--- src/rtl/fp_convert_sched_if.sv ---
// Request/result bundle for fp_convert_sched: per-requester samples in, tagged float results out.
// slave is the converter side, master is the requester/consumer side.
interface fp_convert_sched_if #(
  parameter int N_REQ = 4,
  parameter int IDW   = 2
);
  logic [N_REQ-1:0]    req_valid;
  logic [12*N_REQ-1:0] req_data;
  logic [N_REQ-1:0]    req_ready;
  logic                out_valid;
  logic                out_ready;
  logic                out_s;
  logic [2:0]          out_e;
  logic [3:0]          out_f;
  logic [IDW-1:0]      out_id;

  modport slave (
    input  req_valid, req_data, out_ready,
    output req_ready, out_valid, out_s, out_e, out_f, out_id
  );

  modport master (
    output req_valid, req_data, out_ready,
    input  req_ready, out_valid, out_s, out_e, out_f, out_id
  );
endinterface

--- src/rtl/fp_convert_sched.sv ---
// Round-robin shared 12-bit two's-complement to 1/3/4 float converter with id-tagged results.
// Optional build macro FPCONV_FAST_SCAN_EN: one-cycle normalisation instead of one shift per cycle.
module fp_convert_sched #(
  parameter int N_REQ = 4,
  parameter int IDW   = 2
) (
  input logic               clk,
  input logic               rst,
  fp_convert_sched_if.slave bus
);
  localparam int DATA_W = 12;

  typedef enum logic [2:0] {IDLE, LOAD, SCAN, ROUND, OUT} state_t;

  state_t                    state;
  logic [IDW-1:0]            ptr;
  logic signed [DATA_W-1:0]  sample;
  logic [IDW-1:0]            cur_id;
  logic                      sign;
  logic [DATA_W-2:0]         mag;
  logic [2:0]                ex;
  logic                      res_valid;
  logic                      res_s;
  logic [2:0]                res_e;
  logic [3:0]                res_f;
  logic [IDW-1:0]            res_id;

  logic                      pick_any;
  logic [IDW-1:0]            pick_id;
  logic [IDW-1:0]            cand;
  logic                      grant_en;
  logic [DATA_W-1:0]         req_word [N_REQ];

  // |x| on 11 bits; the single unrepresentable magnitude (-2048) clips to 2047.
  function automatic logic [DATA_W-2:0] sat_mag(input logic signed [DATA_W-1:0] x);
    logic signed [DATA_W-1:0] neg;
    neg = -x;
    if (x[DATA_W-1] && (x[DATA_W-2:0] == '0)) return '1;
    return x[DATA_W-1] ? neg[DATA_W-2:0] : x[DATA_W-2:0];
  endfunction

  // Round half-up on mag[6]; a carry out of F renormalises, or saturates at the top exponent.
  function automatic logic [6:0] round_fp(input logic [DATA_W-2:0] m, input logic [2:0] e);
    logic [3:0] f;
    logic       r;
    f = m[10:7];
    r = m[6];
    if (r && (f == 4'hF)) return (e == 3'd7) ? {3'd7, 4'hF} : {e + 3'd1, 4'h8};
    return {e, f + {3'b000, r}};
  endfunction

`ifdef FPCONV_FAST_SCAN_EN
  // Left shift that brings the leading one to bit 10, capped at 7 (E cannot go below 0).
  function automatic logic [2:0] lead_shift(input logic [DATA_W-2:0] m);
    logic [2:0] s;
    s = 3'd7;
    for (int i = 3; i <= 10; i++) begin
      if (m[i]) s = 3'(10 - i);
    end
    return s;
  endfunction
`endif

  for (genvar g = 0; g < N_REQ; g++) begin : g_port
    assign req_word[g]      = bus.req_data[g*DATA_W +: DATA_W];
    assign bus.req_ready[g] = grant_en && (pick_id == IDW'(g));
  end

  // First valid requester at or after ptr, wrapping around.
  always_comb begin
    pick_any = 1'b0;
    pick_id  = '0;
    cand     = '0;
    for (int k = 0; k < N_REQ; k++) begin
      cand = IDW'((int'(ptr) + k) % N_REQ);
      if (!pick_any && bus.req_valid[cand]) begin
        pick_any = 1'b1;
        pick_id  = cand;
      end
    end
  end

  assign grant_en = (state == IDLE) && !rst && pick_any;

  always_ff @(posedge clk) begin
    if (rst) begin
      state     <= IDLE;
      ptr       <= '0;
      res_valid <= 1'b0;
      res_s     <= 1'b0;
      res_e     <= '0;
      res_f     <= '0;
      res_id    <= '0;
    end else begin
      case (state)
        IDLE: begin
          if (pick_any) begin
            sample <= $signed(req_word[pick_id]);
            cur_id <= pick_id;
            ptr    <= (pick_id == IDW'(N_REQ - 1)) ? '0 : pick_id + 1'b1;
            state  <= LOAD;
          end
        end
        LOAD: begin
          sign  <= sample[DATA_W-1];
          mag   <= sat_mag(sample);
          ex    <= 3'd7;
          state <= SCAN;
        end
        SCAN: begin
`ifdef FPCONV_FAST_SCAN_EN
          mag   <= mag << lead_shift(mag);
          ex    <= 3'd7 - lead_shift(mag);
          state <= ROUND;
`else
          if (mag[10] || (ex == 3'd0)) begin
            state <= ROUND;
          end else begin
            mag <= mag << 1;
            ex  <= ex - 3'd1;
          end
`endif
        end
        ROUND: begin
          {res_e, res_f} <= round_fp(mag, ex);
          res_s          <= sign;
          res_id         <= cur_id;
          res_valid      <= 1'b1;
          state          <= OUT;
        end
        OUT: begin
          if (bus.out_ready) begin
            res_valid <= 1'b0;
            state     <= IDLE;
          end
        end
        default: state <= IDLE;
      endcase
    end
  end

  assign bus.out_valid = res_valid;
  assign bus.out_s     = res_s;
  assign bus.out_e     = res_e;
  assign bus.out_f     = res_f;
  assign bus.out_id    = res_id;
endmodule

--- src/flat_wrapper.sv ---
// flat-port wrapper written by rule: the top's interface ports become plain ports
module fp_convert_sched_flat 
#(
  parameter int N_REQ = 4,
  parameter int IDW   = 2
)
  (clk, rst, bus_req_valid, bus_req_data, bus_out_ready, bus_req_ready, bus_out_valid, bus_out_s, bus_out_e, bus_out_f, bus_out_id);
  fp_convert_sched_if #(.N_REQ(N_REQ), .IDW(IDW)) bus_i ();
  input logic clk;
  input logic rst;
  input wire logic [$bits(bus_i.req_valid)-1:0] bus_req_valid;
  input wire logic [$bits(bus_i.req_data)-1:0] bus_req_data;
  input wire logic [$bits(bus_i.out_ready)-1:0] bus_out_ready;
  output wire logic [$bits(bus_i.req_ready)-1:0] bus_req_ready;
  output wire logic [$bits(bus_i.out_valid)-1:0] bus_out_valid;
  output wire logic [$bits(bus_i.out_s)-1:0] bus_out_s;
  output wire logic [$bits(bus_i.out_e)-1:0] bus_out_e;
  output wire logic [$bits(bus_i.out_f)-1:0] bus_out_f;
  output wire logic [$bits(bus_i.out_id)-1:0] bus_out_id;
  assign bus_i.req_valid = bus_req_valid;
  assign bus_i.req_data = bus_req_data;
  assign bus_i.out_ready = bus_out_ready;
  assign bus_req_ready = bus_i.req_ready;
  assign bus_out_valid = bus_i.out_valid;
  assign bus_out_s = bus_i.out_s;
  assign bus_out_e = bus_i.out_e;
  assign bus_out_f = bus_i.out_f;
  assign bus_out_id = bus_i.out_id;
  fp_convert_sched #(.N_REQ(N_REQ), .IDW(IDW)) u_core (.clk(clk), .rst(rst), .bus(bus_i));
endmodule
--- config.mk ---
export PLATFORM = sky130hd
export DESIGN_NAME = fp_convert_sched_flat
export DESIGN_NICKNAME = d
export VERILOG_FILES = /design/src/rtl/fp_convert_sched_if.sv /design/src/rtl/fp_convert_sched.sv /design/src/flat_wrapper.sv
export SDC_FILE = /design/constraint.sdc
export NUM_CORES = 1
export LEC_CHECK = 0
export BUFFER_PORTS_ARGS = -buffer_cell sky130_fd_sc_hd__buf_4
export CORE_UTILIZATION = 50
export DETAILED_ROUTE_END_ITERATION = 10
export GPL_TIMING_DRIVEN = 0
export PLACE_DENSITY = 0.77
export SYNTH_ARGS = -nofsm -noshare
export SYNTH_HDL_FRONTEND = slang
export SYNTH_SLANG_ARGS = --single-unit
--- constraint.sdc ---
create_clock -name clk -period 2.82 [get_ports clk]
set_clock_uncertainty 0.05 [all_clocks]
set_input_delay 0.282 -clock clk [delete_from_list [all_inputs] [get_ports clk]]
set_output_delay 0.282 -clock clk [all_outputs]
set_load 0.1 [all_outputs]
Word level (Yosys, flattened, before mapping) --
Index checks and enable logic that the tools add are counted.
Operators by class: $add $sub $neg 8, order comparisons 5, equality and inequality tests 13, muxes and demuxes 42, bitwise logic cells 2, reductions and logical operators 28
Operators with widths (number):
- 11-bit two-way mux | 4
- 12-bit binary-select mux with 2-bit select | 1
- 12-bit two-way mux | 2
- 11-bit case mux with 2 select lines | 1
- 7-bit two-way mux | 3
- 1-bit two-way mux | 15
- 3-bit case mux with 5 select lines | 1
- 2-bit by 3-bit < comparator with 1-bit output, second input constant | 4
- 3-bit two-way mux | 4
- 1-bit logical AND | 11
- 11-bit logical NOT | 1
- 11-bit negator | 1
- 2-bit two-way mux | 5
- 3-bit AND reduction | 3
- 1-bit binary-select mux with 2-bit select | 4
- 3-bit by 2-bit == test with 1-bit output, second input constant | 2
- 3-bit == test, second input constant | 2
- 3-bit logical NOT | 2
- 3-bit case mux with 2 select lines | 1
- 2-bit AND reduction | 3
- 2-bit by 1-bit adder with 2-bit output, second input constant | 2
- 2-bit adder, second input constant | 2
- 4-bit by 1-bit adder with 4-bit output | 1
- 2-bit == test, second input constant | 2
- other kinds (15) | 21
Word-level totals: register bits after elaboration 45, bits of input ports 55, output and inout bits 15, word-level logic and storage cells 110

Longest topological paths before layout --
Gate-level depths: netlist (run 1).
depth in word-level cells 16, mapped depth 7, depth with buffers taken out 6

Least setup slack after synthesis (run 1) --
No wires, ideal clock.
kind input to output, start input port rst, end output port bus_req_ready[1], arrival time 4.249 ns, required time 2.488 ns, setup slack -1.761 ns, stages 4, buffers on the path 1, path through clkbuf_1 or3_1 nor3_1 nor3b_1
On the way: longest elaborated chain between the ends 4
RTL lines:
- start: declaration | RTL line flat_wrapper.sv:10 | input logic rst;
- 1-bit logical NOT | RTL line fp_convert_sched.sv:83 | assign grant_en = (state == IDLE) && !rst && pick_any;
- 1-bit logical AND (2 in series) | RTL line fp_convert_sched.sv:83
- via u_core.grant_en | RTL line fp_convert_sched.sv:31 | logic grant_en;
- 1-bit logical AND | RTL line fp_convert_sched.sv:66 | assign bus.req_ready[g] = grant_en && (pick_id == IDW'(g));
- end: declaration | RTL line flat_wrapper.sv:14 | output wire logic [$bits(bus_i.req_ready)-1:0] bus_req_ready;
The timed path passes the listed nets, and every way through them passes these cells.

Worst setup path in the final report (run 1) --
start register u_core.state[1], end register u_core.mag[5] (enable)
On the way: longest elaborated chain between the ends 3, elaborated cells between the ends (all ways) 5, classes of those cells 3 x eq/ne; 2 x reduce/logical
RTL lines:
- start: declaration | RTL line fp_convert_sched.sv:15 | state_t state;
- start signal: assignment | RTL line fp_convert_sched.sv:87 | state <= IDLE;
- start signal: assignment | RTL line fp_convert_sched.sv:101 | state <= LOAD;
- start signal: assignment | RTL line fp_convert_sched.sv:108 | state <= SCAN;
- 3-bit by 2-bit == test with 1-bit output or 3-bit by 1-bit == test with 1-bit output (tied branches)
- 2-bit inequality test (no source line) or 2-bit nonzero test (tied branches)
- 3-bit AND reduction (no source line) (*)
- end signal: assignment | RTL line fp_convert_sched.sv:106 | mag <= sat_mag(sample);
- end signal: assignment | RTL line fp_convert_sched.sv:119 | mag <= mag << 1;
- end: declaration | RTL line fp_convert_sched.sv:20 | logic [DATA_W-2:0] mag;
Mark *: on every way between the ends. The rest lies on a longest branch, timed or not. A chain may end at the register's enable or synchronous reset.

==> summary.md, run 1 <==
| Metric | Value |
|---|---|
| FF-to-FF Start | `u_core.state[1]` |
| Drc violations | `0` |
| Core Rows | `25` |
| IO Port Bufs | `68` |
| Pwr per Cell Area | `666 nW/um^2` |
| Reg2reg end | `u_core.mag[5]` |
| Final setup fails | `0` |
| Final Hold Vio Count | `0` |
| Worst-path clk slew | `0.08 ns` |
| Cell Area, Synth | `2490 um^2` |
| HPWL Detailed | `3.72 mm` |
| Synth Area per Inst | `10.2 um^2` |
| Crit. End Element | `flip-flop` |
| DIE AREA | `5270 um^2` |
| Critical path type | `flip-flop to flip-flop` |
| Hold depth | `3` |
| Core Region | `4750 um^2` |
| Min-delay worst type | `primary input to flip-flop` |
| Placed cell areas | `3110 um^2` |
| Seq/Total Area, Yosys | `47.8%` |
| Initial DRC Count | `119` |
| Measured slew at the worst slew-check pin | `0.807 ns` |
| Global-route wire length before repair | `7.78 mm` |
| Max cap viols | `0` |
| Rel. slew slack | `45.7%` |
| Synth top area cells | `edfxtp_1 35%, mux2i_1 15%, dfxtp_1 13%` |
| Grt total ovfl | `0` |
| Num Clock Sinks | `45` |
| Initial antenna violation count | `0` |
| RSZ-0062 raised after global routing | `no` |
| CTS tree | `built` |
| Skew-Pair Late Insertion Delay | `0.29 ns` |
| Clk buf depth | `2` |
| Routed Antenna Nets | `0` |
| Placer Congestion | `0.759` |
| Critical Path AT | `2.31 ns` |
| Worst-path fanout max | `14` |
| Most used DFF post-synth | `edfxtp_1` |
| Fraction of layout cells with a size suffix above 1 | `28.5%` |
| I/O Pins | `70` |
| Synth top area share | `34.9%` |
| Synth Net Count | `306` |
| Most common cell in the netlist | `mux2i_1` |
| Minimum clock period | `2.43 ns` |
| Outcome | `finished clean` |
| N_diodes | `0` |
| Via count | `2003` |
| Worst Hold Path EP | `u_core.state[2]` |
| Async SR Flop Fraction | `0%` |
| Max-slew violations | `0` |
| FF-to-FF path depth | `6` |
| Final Cell Area | `3270 um^2` |
| Wire per inst | `12.0 um` |
| # nets final | `386` |
| Register bit total from synthesis | `45` |
| GRT Overall Usage | `18.9%` |
| Num CTS Buffers | `5` |
| Synthesis Warnings | `0` |
| Number of synthesized flops with an enable pin | `29` |
| Crit path launch type | `flip-flop` |
| Worst R2R Setup Slack | `0.39 ns` |
| Final WL | `4.71 mm` |
| Area Growth Syn to Fin | `31.1%` |
| Post-Syn Instances | `245` |
| Leakage power | `1.45 nW` |
| CTS H-tree lvls | `2` |
| Fmax | `0.412 GHz` |
| CTS Root Cell | `clkbuf_8` |
| Synth cell types | `36` |
| Initial Utilization | `52.4%` |
| Yosys top cell by area | `edfxtp_1` |
| Vias in the first global route | `1796` |
| Cts hold-fix bufs | `0` |
| Total negative slack | `0 ns` |
| Via/cell ratio | `5.10` |
| Peak VDD IR | `363 uV` |
| Final period util | `86.0%` |
| # fillers | `394` |
| Die X | `72.6 um` |
| Hold Crit Start | `bus_out_ready` |
| Worst endpoint required time | `2.71 ns` |
| Die Y | `72.6 um` |
| Most frequent cells after synthesis | `37 x mux2i_1, 29 x edfxtp_1, 28 x nor2_1` |
| Largest net degree at the start of global routing | `19` |
| Drt first pass iters | `4` |
-- how the worst max path moves through the flow --
stage | start | slack (ns) | cells after the start | to
after floorplan | rst | 0.03 | 4 | bus_req_ready[1]
after global routing | u_core.state[1] | 0.19 | 6 | u_core.mag[6]
after detailed placement | rst | 0.09 | 5 | bus_req_ready[1]
after CTS | u_core.state[0] | 0.12 | 5 | bus_req_ready[1]
after global placement | rst | 0.12 | 5 | bus_req_ready[1]
final | u_core.state[1] | 0.39 | 6 | u_core.mag[5]
-- layout make-up --
class	count	area (um^2)	area share (%)
buffer	13	72.6	2.22
clock buffer	7	97.6	2.99
clock inverter	1	8.76	0.268
inverter	9	33.8	1.03
multi-input combinational	178	1220	37.3
sequential	45	1190	36.4
tap	67	83.8	2.57
timing repair buffer	73	561	17.2
-- registers in the layout, summed over array words and instances (netlist names) --
register and count:
u_core.sign 1, u_core.bus.out_valid 1, u_core.cur_id 2, u_core.bus.out_e 3, u_core.sample 12, u_core.mag 11, u_core.state 3, u_core.bus.out_f 4
u_core.bus.out_s 1, u_core.ptr 2, u_core.bus.out_id 2, u_core.ex 3
-- cells in the final DEF (no fill, tap or decap), types with 3 or more instances in the layout --
cell type	netlist	layout
buf_4	1	73
mux2i_1	37	37
edfxtp_1	29	29
nor2_1	28	27
nand2_1	25	25
a21oi_1	16	16
dfxtp_1	16	16
xor2_1	10	10
inv_1	8	8
a211oi_1	8	8
nor3_1	7	6
clkbuf_1	5	6
ha_1	6	6
clkbuf_8	0	5
nor2b_1	4	4
buf_2	4	4
o21ai_0	4	4
xnor2_1	4	4
nand2b_1	3	3
nor4_1	3	3
or3_1	3	3
and3_1	3	3
-- repair_timing --
| item | CTS | global route |
|---|---|---|
| gates resized for setup | 1 | 0 |
| pin swaps | 0 | 1 |
| gates cloned | 0 | 0 |
| setup endpoints to repair | 4 | 1 |
| buffers inserted | 0 | 5 |
-- through the flow --
stage               std cells  hold WS, ns  utilization, %  total power [W]  setup slack, ns
finish                    393        0.209            68.7          0.00218            0.394
global route              393        0.227            68.7          0.00229            0.191
CTS                       388        0.200            67.7          0.00217            0.123
detailed placement        380        0.401            65.3          0.00173           0.0866
global placement          380        0.397            65.3          0.00171            0.120
floorplan                 245        0.413               -          0.00153           0.0300
-- routing by layer --
metal | vias to the layer above | part of all wire, % | wire length (um) | global-route usage (%)
met5 | - | 0 | 0 | 0
met4 | 0 | 0.93 | 44 | 6.54
met3 | 4 | 5.8 | 271 | 4.01
met2 | 65 | 49 | 2310 | 31.5
met1 | 896 | 44 | 2080 | 24.4
li1 | 1038 | - | - | -
-- report_power, final --
group	leakage (nW)	switching (W)	internal (W)
Combinational	1.00	0.000484	0.000347
Sequential	0.395	0.0000607	0.000843
Clock	0.0536	0.000212	0.000230
-- cells by family (layout without fill, tap and decap cells) --
kind of cell	Yosys count	in the layout	synth area share (%)
AOI/OAI and AO/OA	39	39	10.2
xor gates and xnor gates	14	14	4.92
adders and majority gates	6	6	3.01
buffers and inverters	22	103	4.27
DFF	45	45	47.8
muxes	37	37	14.9
and+or+nand+nor	82	82	15.0
-- critical path, stage by stage, from the launching register on --
cell and delay [ns]:
dfxtp_1 0.31, buf_2 0.18, inv_1 0.11, or3_1 0.32, clkbuf_1 0.23, nor3_1 0.35, a21o_1 0.52
Note: power is estimated with default switching activity, not from simulation.
==> run 2: changes to the inputs <==
ABC_AREA = 1   (was not set)
PLACE_DENSITY = 0.75   (was 0.77)
==> run 2 against run 1 <==
Compared with the run above:
- sequential cell count unchanged
- non-clock buffer count is 4 lower
- die area grew 17%
- setup slack got worse by 0.17 ns
- total power is 77% higher
- sequential share of layout area decreased by 3.5 points
- cell area is 11% higher
- synthesized area grew 18%
- worst hold slack gained 0.045 ns
- final cell count increased by 39%
- register-to-register slack better by 0.17 ns
- fmax shrank 6.7%
- critical endpoint is now bus_req_ready[0]
==> summary.md, run 2 <==
| Metric | Value |
|---|---|
| Worst path max stage delay | `0.39 ns` |
| Utilization after layout | `64.9%` |
| Min-delay worst type | `primary input to flip-flop` |
| Skew-Pair Late Insertion Delay | `0.28 ns` |
| Outcome | `finished clean` |
| Yosys top cell by area | `edfxtp_1` |
| Core Rows | `27` |
| Via count | `2734` |
| Measured slew at the worst slew-check pin | `0.797 ns` |
| RSZ-0062 raised after global routing | `no` |
| Max reg flops | `12` |
| Internal Pwr Total | `0.00202 W` |
| CTS tree | `built` |
| Area Growth Syn to Fin | `23.3%` |
| Reg with most FFs | `u_core.sample` |
| Post-Place Worst Slack | `0.268 ns` |
| Rel. slew slack | `46.9%` |
| Worst endpoint required time | `2.49 ns` |
| Initial DRC Count | `96` |
| DIE AREA | `6180 um^2` |
| Setup bufs post-CTS | `0` |
| Routed Antenna Nets | `0` |
| Synth top area share | `29.7%` |
| Switching pwr | `0.00184 W` |
| Largest net degree at the start of global routing | `15` |
| Synth cell types | `39` |
| Global-route wire length before repair | `10.5 mm` |
| PostCTS Resize Cnt | `0` |
| Fraction of layout cells with a size suffix above 1 | `24.5%` |
| Final Hold Vio Count | `0` |
| Wire per inst | `11.3 um` |
| Placer Congestion | `0.887` |
| HPWL Detailed | `4.90 mm` |
| Critical Path, Cell by Cell | `buf_6 -> nand2_1 -> nand2_1 -> nand2_2 -> nand2_2 -> nor2_1 -> nor2_2 -> nand2_4 -> nand2_8 -> buf_12 -> inv_4 -> nor3_2 -> buf_4` |
| Max cap viols | `0` |
| Synthesis Warnings | `0` |
| Initial Utilization | `52.6%` |
| Seq/Total Area, Yosys | `40.6%` |
| Synth top area cells | `edfxtp_1 30%, nand2_1 17%, dfxtp_1 11%` |
| Switching share of total power | `47.6%` |
| CTS Root Cell | `clkbuf_8` |
| Die Y | `78.6 um` |
| Critical path type | `flip-flop to output pin` |
| Critical Path AT | `2.27 ns` |
| Clk pwr share | `9.5%` |
| Num Clock Sinks | `45` |
| Number of synthesized flops with an enable pin | `29` |
| N_diodes | `0` |
| Leakage power | `1.81 nW` |
| Max-slew violations | `0` |
| I/O Pins | `70` |
| Final worst slack | `0.221 ns` |
| Die X | `78.6 um` |
| Minimum clock period | `2.60 ns` |
| Cell Area, Synth | `2930 um^2` |
| Register bit total from synthesis | `45` |
| IO Port Bufs | `68` |
| Post-Syn Instances | `397` |
| Via/cell ratio | `5.02` |
| Async SR Flop Fraction | `0%` |
| Most common cell after layout, fill and taps aside | `nand2_1` |
| Initial antenna violation count | `0` |
| Worst-path fanout max | `10` |
| Final WL | `6.15 mm` |
| Worst-path clk slew | `0.07 ns` |
| Final setup fails | `0` |
| Drt first pass iters | `4` |
| Fmax | `0.385 GHz` |
| CTS H-tree lvls | `2` |
| Grt total ovfl | `0` |
| Final period util | `92.2%` |
| Most common cell in the netlist | `nand2_1` |
| Peak VDD IR | `713 uV` |
| Most used DFF post-synth | `edfxtp_1` |
| # nets final | `533` |
| Synth Net Count | `458` |
| Most frequent cells in the layout | `136 x nand2_1, 70 x buf_4, 36 x inv_1` |
| GRT Overall Usage | `21.2%` |
| Seq pwr share | `30.2%` |
| Worst path slowest cell | `dfxtp_1` |
| Cts hold-fix bufs | `0` |
| Vias in the first global route | `2540` |
| Most frequent cells after synthesis | `136 x nand2_1, 36 x inv_1, 34 x nand3_1` |
| # fillers | `529` |
| Clk buf depth | `2` |
| Crit. End Element | `output pin` |
| Comb power frac | `60.3%` |
| Num CTS Buffers | `5` |
| Core Region | `5570 um^2` |
| Crit path launch type | `flip-flop` |
| Drc violations | `0` |
| Synth Area per Inst | `7.39 um^2` |
| Pwr per Cell Area | `1070 nW/um^2` |
## run 2: cell count changes in the layout (fill, tap and decap cells not counted), moves of 4 or more
| cell | change |
|---|---|
| o21ai_0 | +7 |
| nor2b_1 | -4 |
| a31oi_1 | +4 |
| nand3_1 | +32 |
| nand2_2 | +14 |
| a211oi_1 | -8 |
| mux2i_1 | -37 |
| nor2_1 | +5 |
| nand4_1 | +6 |
| inv_1 | +28 |
| nand2_1 | +111 |
## run 2: stage by stage
step                      power [W]  TNS, ns  std cells  area (um^2)  hold slack (ns)
after global placement      0.00347        0        537         3530            0.401
after CTS                   0.00388        0        545         3610            0.240
after floorplan             0.00304   -0.196        397         2930            0.397
after global routing        0.00421        0        545         3620            0.240
final                       0.00386        0        545         3620            0.253
after detailed placement    0.00351        0        537         3530            0.409
## run 2: area by class of cell
class	instances	area, um^2	share of cell area (%)
multi-input cells	298	1490	41.2
clock inverters	1	3.75	0.104
inverters	40	153	4.22
well taps	72	90.1	2.49
repair buffers	68	510	14.1
flip-flops and latches	45	1190	32.9
plain buffers	14	103	2.84
clock buffers	7	76.3	2.11
## run 2: path summary, 6_finish.rpt
check / from / endpoint / slack [ns] / cells after the start
worst max-delay path: u_core.ptr[0] / bus_req_ready[0] / 0.22 / 13
worst min-delay path: bus_out_ready / u_core.state[2] / 0.25 / 3
worst max register to register: u_core.ptr[0] / u_core.sample[2] / 0.56 / 13
worst min register to register: u_core.bus.out_valid / u_core.bus.out_valid / 0.42 / 2
## run 2: power by group through the flow
stage | registers [W] | clock network (W) | logic (W)
2_1_floorplan | 0.00129 | 0 | 0.00175
3_3_place_gp | 0.00117 | 0 | 0.00229
3_5_place_dp | 0.00118 | 0 | 0.00233
4_1_cts | 0.00117 | 0.000381 | 0.00233
5_1_grt | 0.00119 | 0.000403 | 0.00262
6_report | 0.00117 | 0.000367 | 0.00233
## run 2: metal layers
layer	global-route usage (%)	part of all wire (%)	up-vias
met4	7.96	1.2	0
met1	25.9	46	1217
met5	0	0	-
met3	3.37	4.6	5
met2	37.3	48	70
li1	-	-	1442
## run 2: kinds of logic (layout without fill, tap and decap cells)
family / after synthesis / count (layout) / synth area share (%)
buffers and inverters: 54 / 130 / 8.70
flip-flops: 45 / 45 / 40.6
AND/OR/NAND/NOR: 240 / 240 / 36.9
XOR/XNOR: 8 / 8 / 2.39
adder cells (fa/ha/maj): 6 / 6 / 2.56
AO/OA/AOI/OAI: 44 / 44 / 8.79
## run 2: critical path: cells and delay by family (launching register included)
kind	cells	cell delay (ns)
buffers and inverters	4	0.67
flip-flops	1	0.39
AND/OR/NAND/NOR	9	0.90
==> run 3: changes to the inputs <==
CORE_UTILIZATION = 49   (was 50)
PLACE_DENSITY = 0.77   (was 0.75)
clock period = 2.1 ns   (was 2.82 ns; I/O delays follow)
==> run 3 against run 2 <==
Compared with the run above:
- the flow now finishes with violations (setup timing)
- clock power grew 40%
- via count rose by 4.2%
- non-clock buffer count rose by 16
- wire length up 12%
- cell area is 11% higher
- critical endpoint unchanged
- combinational power increased by 72%
- count of clock-buffer cells in the layout grew 1
- sequential share of layout area decreased by 3.2 points
- critical path type unchanged
- setup slack got worse by 0.49 ns
==> summary.md, run 3 (synthesized netlist as in run 2, its figures left out) <==
| Metric | Value |
|---|---|
| Hold Crit Start | `bus_out_ready` |
| Placer Congestion | `0.858` |
| Most common cell after layout, fill and taps aside | `nand2_1` |
| Final Non-Filler Cells | `561` |
| Internal Pwr Total | `0.00325 W` |
| Critical Path, Cell by Cell | `buf_8 -> nand2_1 -> nand2_2 -> nand2_2 -> nand2_4 -> nor2_4 -> nor2_4 -> nand2_4 -> nand2_8 -> buf_12 -> clkinv_8 -> nor3_4 -> buf_12` |
| Clk buf depth | `2` |
| Initial Utilization | `52.0%` |
| Fmax | `0.421 GHz` |
| CTS Root Cell | `clkbuf_8` |
| N_diodes | `0` |
| Min-delay worst type | `primary input to flip-flop` |
| Worst path slowest cell | `dfxtp_4` |
| HPWL Detailed | `4.92 mm` |
| Final period util | `113%` |
| Worst-path fanout max | `5` |
| DIE AREA | `6300 um^2` |
| Critical Path AT | `2.11 ns` |
| Vias in the first global route | `2610` |
| Minimum clock period | `2.37 ns` |
| CP Buf/Inv Count | `4` |
| Reg2reg end | `u_core.sample[10]` |
| Core Region | `5640 um^2` |
| Core Rows | `27` |
| FF-to-FF path depth | `15` |
| Global-route wire length before repair | `10.8 mm` |
| Crit. End Element | `output pin` |
| Hold depth | `3` |
| Final setup fails | `4` |
| Violated checks | `setup timing` |
| Worst R2R Setup Slack | `0 ns` |
| # nets final | `549` |
| Routed Antenna Nets | `0` |
| Cts hold-fix bufs | `0` |
| Skew-Pair Late Insertion Delay | `0.30 ns` |
| Final Cell Area | `4030 um^2` |
| Num CTS Buffers | `5` |
| Largest net degree at the start of global routing | `15` |
| Via/cell ratio | `5.08` |
| Worst endpoint required time | `1.84 ns` |
| Switching pwr | `0.00286 W` |
| Max reg flops | `12` |
| Worst path max stage delay | `0.41 ns` |
| CTS H-tree lvls | `2` |
| Peak VDD IR | `1110 uV` |
| FF-to-FF Start | `u_core.ptr[0]` |
| Outcome | `finished, violations left` |
| Max cap viols | `0` |
| Reg with most FFs | `u_core.sample` |
| Pwr per Cell Area | `1520 nW/um^2` |
| CTS tree | `built` |
| Largest delay share family, worst path | `simple AND/OR/NAND/NOR gates` |
| I/O Pins | `70` |
| Rel. slew slack | `65.2%` |
| Via count | `2848` |
| Final WL | `6.92 mm` |
| Clk pwr share | `8.4%` |
| Fraction of layout cells with a size suffix above 1 | `32.7%` |
| Final worst slack | `-0.273 ns` |
| Area Growth Syn to Fin | `37.2%` |
| Max-slew violations | `0` |
| Worst Hold Path EP | `u_core.state[2]` |
| Grt total ovfl | `0` |
| Post-Place Worst Slack | `-0.404 ns` |
| Seq pwr share | `26.0%` |
| Comb power frac | `65.6%` |
| Switching share of total power | `46.8%` |
| Worst-path clk slew | `0.08 ns` |
| Wire per inst | `12.3 um` |
| Measured slew at the worst slew-check pin | `0.518 ns` |
| GRT Overall Usage | `21.7%` |
| M3 GR Usage | `4.71%` |
| Most frequent cells in the layout | `121 x nand2_1, 77 x buf_4, 34 x inv_1` |
| Drt first pass iters | `4` |
| Drc violations | `0` |
| Critical path type | `flip-flop to output pin` |
| Die X | `79.4 um` |
| Num Clock Sinks | `45` |
| Initial DRC Count | `127` |
| Grt met1 use | `26.6%` |
| RSZ-0062 raised after global routing | `yes` |
| Final Hold Vio Count | `0` |
| Leakage power | `1.96 nW` |
| Gr busiest metal | `met2` |
| Die Y | `79.4 um` |
| Placed Cells | `537` |
| Crit path launch type | `flip-flop` |
| Initial antenna violation count | `0` |
| Placed cell areas | `3580 um^2` |
| IO Port Bufs | `68` |
| Met2 Usage GRT | `37.9%` |
run 3: repair_timing:
item | in CTS | in global routing
pin swaps | 9 | 17
buffers inserted | 9 | 4
endpoints found under the setup margin | 32 | 30
gates cloned | 0 | 3
resized for setup | 25 | 34
run 3: tightest hold or removal path, cell delays in order:
cell     delay, ns
buf_4         0.08
or4_1         0.11
a21oi_1       0.06
run 3: through the flow:
stage / hold WS [ns] / total power (W) / setup TNS [ns] / utilization, %
after floorplan: 0.359 / 0.00419 / -0.407 / -
after global placement: 0.401 / 0.00477 / -5.88 / 63.5
after detailed placement: 0.417 / 0.00483 / -7.46 / 63.5
final: 0.168 / 0.00612 / -0.891 / 71.3
after CTS: 0.165 / 0.00562 / -0.619 / 67.8
after global routing: 0.191 / 0.00658 / -3.94 / 71.3
run 3: per-layer routing:
layer / wire, um / part of all wire (%)
met1: 3020 / 44
met2: 3480 / 50
met5: 0 / 0
met3: 331 / 4.8
met4: 81 / 1.2
run 3: final cells by class:
| type | count | area (um^2) |
|---|---|---|
| inverters | 40 | 176 |
| fillers | 432 | 1620 |
| well taps | 72 | 90.1 |
| clock buffers | 8 | 80.1 |
| multi-input cells | 298 | 1640 |
| plain buffers | 14 | 118 |
| repair buffers | 84 | 727 |
| flip-flops and latches | 45 | 1200 |
run 3: power by group through the flow:
stage	sequential [W]	combinational (W)	clock [W]
2_1_floorplan	0.00174	0.00245	0
3_5_place_dp	0.00159	0.00324	0
5_1_grt	0.00163	0.00440	0.000553
6_report	0.00159	0.00401	0.000513
3_3_place_gp	0.00158	0.00320	0
4_1_cts	0.00158	0.00352	0.000517
run 3: worst max-delay path by stage:
stage / from / endpoint / slack (ns) / cells after the start
finish: u_core.ptr[0] / bus_req_ready[0] / -0.27 / 13
global route: u_core.ptr[0] / bus_req_ready[0] / -0.38 / 13
CTS: u_core.ptr[0] / bus_req_ready[0] / -0.18 / 13
detailed placement: u_core.state[2] / u_core.mag[4] / -0.40 / 5
global placement: u_core.state[2] / u_core.mag[4] / -0.34 / 5
floorplan: u_core.ptr[0] / bus_req_ready[0] / -0.22 / 12
